<file path="src/rtl/decade_counter.sv">
// Modulo-MODULUS up-counter with synchronous clear and terminal-count flag.
// Out-of-range counts return to zero on the next edge.
module decade_counter #(
  parameter int WIDTH   = 4,
  parameter int MODULUS = 10
) (
  input  logic             clk,
  input  logic             clr,
  output logic [WIDTH-1:0] count,
  output logic             tc
);

  localparam logic [WIDTH-1:0] LAST = WIDTH'(MODULUS - 1);

  // >= folds the wrap and the illegal-state recovery into one compare
  always_ff @(posedge clk) begin
    if (clr)
      count <= '0;
    else if (count >= LAST)
      count <= '0;
    else
      count <= count + WIDTH'(1);
  end

  assign tc = (count == LAST);

endmodule

</file>
<file path="config.mk">
export PLATFORM = sky130hd
export DESIGN_NAME = decade_counter
export DESIGN_NICKNAME = d
export VERILOG_FILES = /design/src/rtl/decade_counter.sv
export SDC_FILE = /design/constraint.sdc
export NUM_CORES = 1
export LEC_CHECK = 0
export BUFFER_PORTS_ARGS = -buffer_cell sky130_fd_sc_hd__buf_2
export CORE_AREA = 5 5 42 44
export CTS_CLUSTER_DIAMETER = 150
export DETAILED_ROUTE_END_ITERATION = 6
export DIE_AREA = 0 0 47 49
export GPL_ROUTABILITY_DRIVEN = 0
export RECOVER_POWER = 50
export SLEW_MARGIN = 10
export SYNTH_ARGS = -nofsm -noshare
export SYNTH_HDL_FRONTEND = slang
export SYNTH_SLANG_ARGS = --single-unit
</file>
<file path="constraint.sdc">
create_clock -name clk -period 1 [get_ports clk]
set_input_delay 0.1 -clock clk [delete_from_list [all_inputs] [get_ports clk]]
set_output_delay 0.1 -clock clk [all_outputs]
set_load 0.005 [all_outputs]
</file>
==> summary.md <==
| Metric | Value |
|---|---|
| Slowest CP cell | `dfxtp_2` |
| # rows | `14` |
| R2r endpoint | `count[3]$_SDFF_PP0_` |
| Tightest Pin Transition | `0.2028 ns` |
| Post-synthesis compound-gate area fraction | `11.05%` |
| Fmax | `0.9147 GHz` |
| CP Class | `reg2out` |
| Initial core utilization | `15.36%` |
| Registers with the most flip-flops | `count (4)` |
| Simple-Gate Fraction of Synth Area | `27.33%` |
| Hold Crit Depth | `2` |
| Slew Viols, Final | `0` |
| Status | `finished, violations left` |
| Data required, critical path | `about 0.90 ns` |
| Post-DP HPWL | `345.6 um` |
| Area Growth Syn to Fin | `62.79%` |
| RSZ-0062 raised after global routing | `yes` |
| Floorplan die width | `between 40 and 50 um` |
| Drt initial violations | `1` |
| Syn avg cell area | `8.277 um2` |
| Max-Cap Viols | `0` |
| Core footprint | `~0.0014 mm2` |
| Final worst slack | `-0.09326 ns` |
| Die area | `0.002303 mm2` |
| Routed Antenna Nets | `0` |
| Initial antenna violation count | `0` |
| Startpoint types | `flip-flop` |
| Post-route setup TNS | `-0.2426 ns` |
| Share of layout cells above drive strength 1 | `50.00%` |
| Worst-path fanout max | `2` |
| CP Cell Sequence | `inv_2 -> ha_4 -> nand2_2 -> nor2_1 -> buf_2` |
| Crit-path max cell delay | `0.32 ns` |
| Remaining DRCs | `0` |
| WHS | `0.06808 ns` |
| Grt total ovfl | `0` |
| Post-Route Utilization | `25.00%` |
| Most common cell after layout, fill and taps aside | `buf_2` |
| Final period utilization | `109.3%` |
| CP Capture Type | `output port` |
| CTS tree | `done` |
| Largest register FFs | `4` |
| Post-DP Area | `290.3 um2` |
| Total power draw | `0.9166 mW` |
| Most flops, register | `count` |
| GRT Overall Usage | `5.634%` |
| Via density | `about 3.8` |
| Syn nets | `31` |
| Reg-to-Reg Start | `count[1]$_SDFF_PP0_` |
| Placement Setup Slack | `-0.04316 ns` |
| Fin cells | `56` |
| Minimum clock period | `1.093 ns` |
| VDD IR max | `approximately 1100 uV` |
| Slew HR | `86.46%` |
| Clk_lat worst skew | `around 0.24 ns` |
| Vias in the first global route | `~210` |
| Largest family of logic cells by synthesized area | `simple AND/OR/NAND/NOR gates` |
| Distinct cells, synth | `12` |
| DRT Pass-1 Iters | `2` |
| Dpl cells | `50` |
| Count of final setup violators | `6` |
| Min-delay src | `clr` |
| H-Tree Depth | `1` |
| PortBufs | `6` |
| Most frequent cells in the layout | `buf_2, nor2_1, inv_1, clkbuf_4, buf_4` |
| Global-route wire length before repair | `848 um` |
| Synthesized area | `~220 um2` |
| Clock Skews | `approximately 0.0037 ns` |
| Worst Hold Class | `in2reg` |
| Seq/Total Area, Yosys | `about 37%` |
| Io pins | `7` |
| Cts bufs inserted | `3` |
| Clk buf depth | `2` |
| Synth Register Bits | `4` |
| Post-synthesis mux area share | `0%` |
| LEAKAGE | `0.1663 nW` |
| Chip Height | `49 um` |
| Yosys warns | `0` |
| Final Hold Violating Endpoints | `0` |
| Syn Inst Count | `26` |
| Bufs and invs on worst path | `2` |
| Reg2Reg Setup Slack | `-0.06 ns` |
| R2r worst-path depth | `6` |
| Violated checks | `negative setup slack` |
| Finished Cell Area | `350.3 um2` |
| Final #Nets | `46` |
| Worst setup path start | `count[1]$_SDFF_PP0_` |
| Post-Synth Adder-Cell Area | `17.44%` |
| Largest net degree at the start of global routing | `8` |
| Hold worst-path end | `count[2]$_SDFF_PP0_` |
| Clk pin slew, worst setup/hold paths | `approximately 0.040 ns` |
| Arrival @ worst endpoint | `0.99 ns` |
| Total power per unit cell area | `2616 mW/mm2` |
| Xor/xnor share of the synthesized area | `0%` |
| Total of fill cells in the finished design | `165` |
| Diodes inserted | `0` |
| Root buffer cell | `clkbuf_4` |
| Per-cell routed wire length | `8.821 um` |
| CP top delay family | `flip-flops` |
| Clk sinks | `4` |
| CTS Hold Bufs | `0` |
| Post-Route WL | `494 um` |
| Via count | `212` |
cells by family (layout without fill, tap and decap cells):
logic type      after synthesis  after routing
flops                         4              4
fa+ha+maj                     3              3
buf+inv                       4             18
simple gates                 11             11
compound gates                4              4
power by group:
group / switching, mW / internal [mW] / total (mW)
clock network: 0.0706 / 0.150 / 0.221
registers: 0.0508 / 0.218 / 0.269
logic: 0.183 / 0.245 / 0.427
total: 0.304 / 0.613 / 0.917
layout make-up:
class | instances | area [um2] | share of cell area (%)
multi-input combinational | 18 | 140.1 | 40.00
timing repair buffer | 10 | 63.81 | 18.21
sequential | 4 | 85.08 | 24.29
inverter | 4 | 15.01 | 4.286
tap | 16 | 20.02 | 5.714
clock buffer | 4 | 26.28 | 7.500
what timing repair did:
item | in CTS | in global routing
cloned | 0 | 0
endpoints found under the setup margin | 5 | 6
gates resized for setup | 3 | 2
pin swaps | 2 | 1
setup buffers | 2 | 0
endpoints found under the hold margin | 0 | 0
routing by layer:
metal	share of wire (%)	track usage (%)	wire length (um)	up-vias
li1	-	-	-	110
met1	38	5.275	189	94
met2	48	7.692	238	8
met3	14	7.011	67	0
met4	0	1.382	0	0
met5	0	0	0	-
synth_stat cells, drive strengths merged:
library cell | instances | share of area (%)
ha | 3 | 17
inv | 4 | 7.0
nand3b | 2 | 7.0
nor2b | 2 | 7.0
nand4 | 1 | 2.9
o21ai | 1 | 2.3
dfxtp | 4 | 37
nand2 | 1 | 1.7
nor2 | 5 | 8.7
a21oi | 3 | 8.7
worst reg2reg max path, delay by kind of cell, from the launching register on:
family                   cells  cell delay [ns]
AO/OA/AOI/OAI                1             0.13
buffers and inverters        2             0.16
AND/OR/NAND/NOR              2             0.21
adder cells (fa/ha/maj)      1             0.16
flip-flops                   1             0.33
worst max-delay path by stage:
stage	end	depth (start not counted)
final	tc	5
after global routing	tc	5
after floorplan	count[2]$_SDFF_PP0_	5
after detailed placement	count[3]$_SDFF_PP0_	5
after global placement	count[3]$_SDFF_PP0_	5
after CTS	tc	5
No activity file was read; power rests on OpenSTA's default activity.
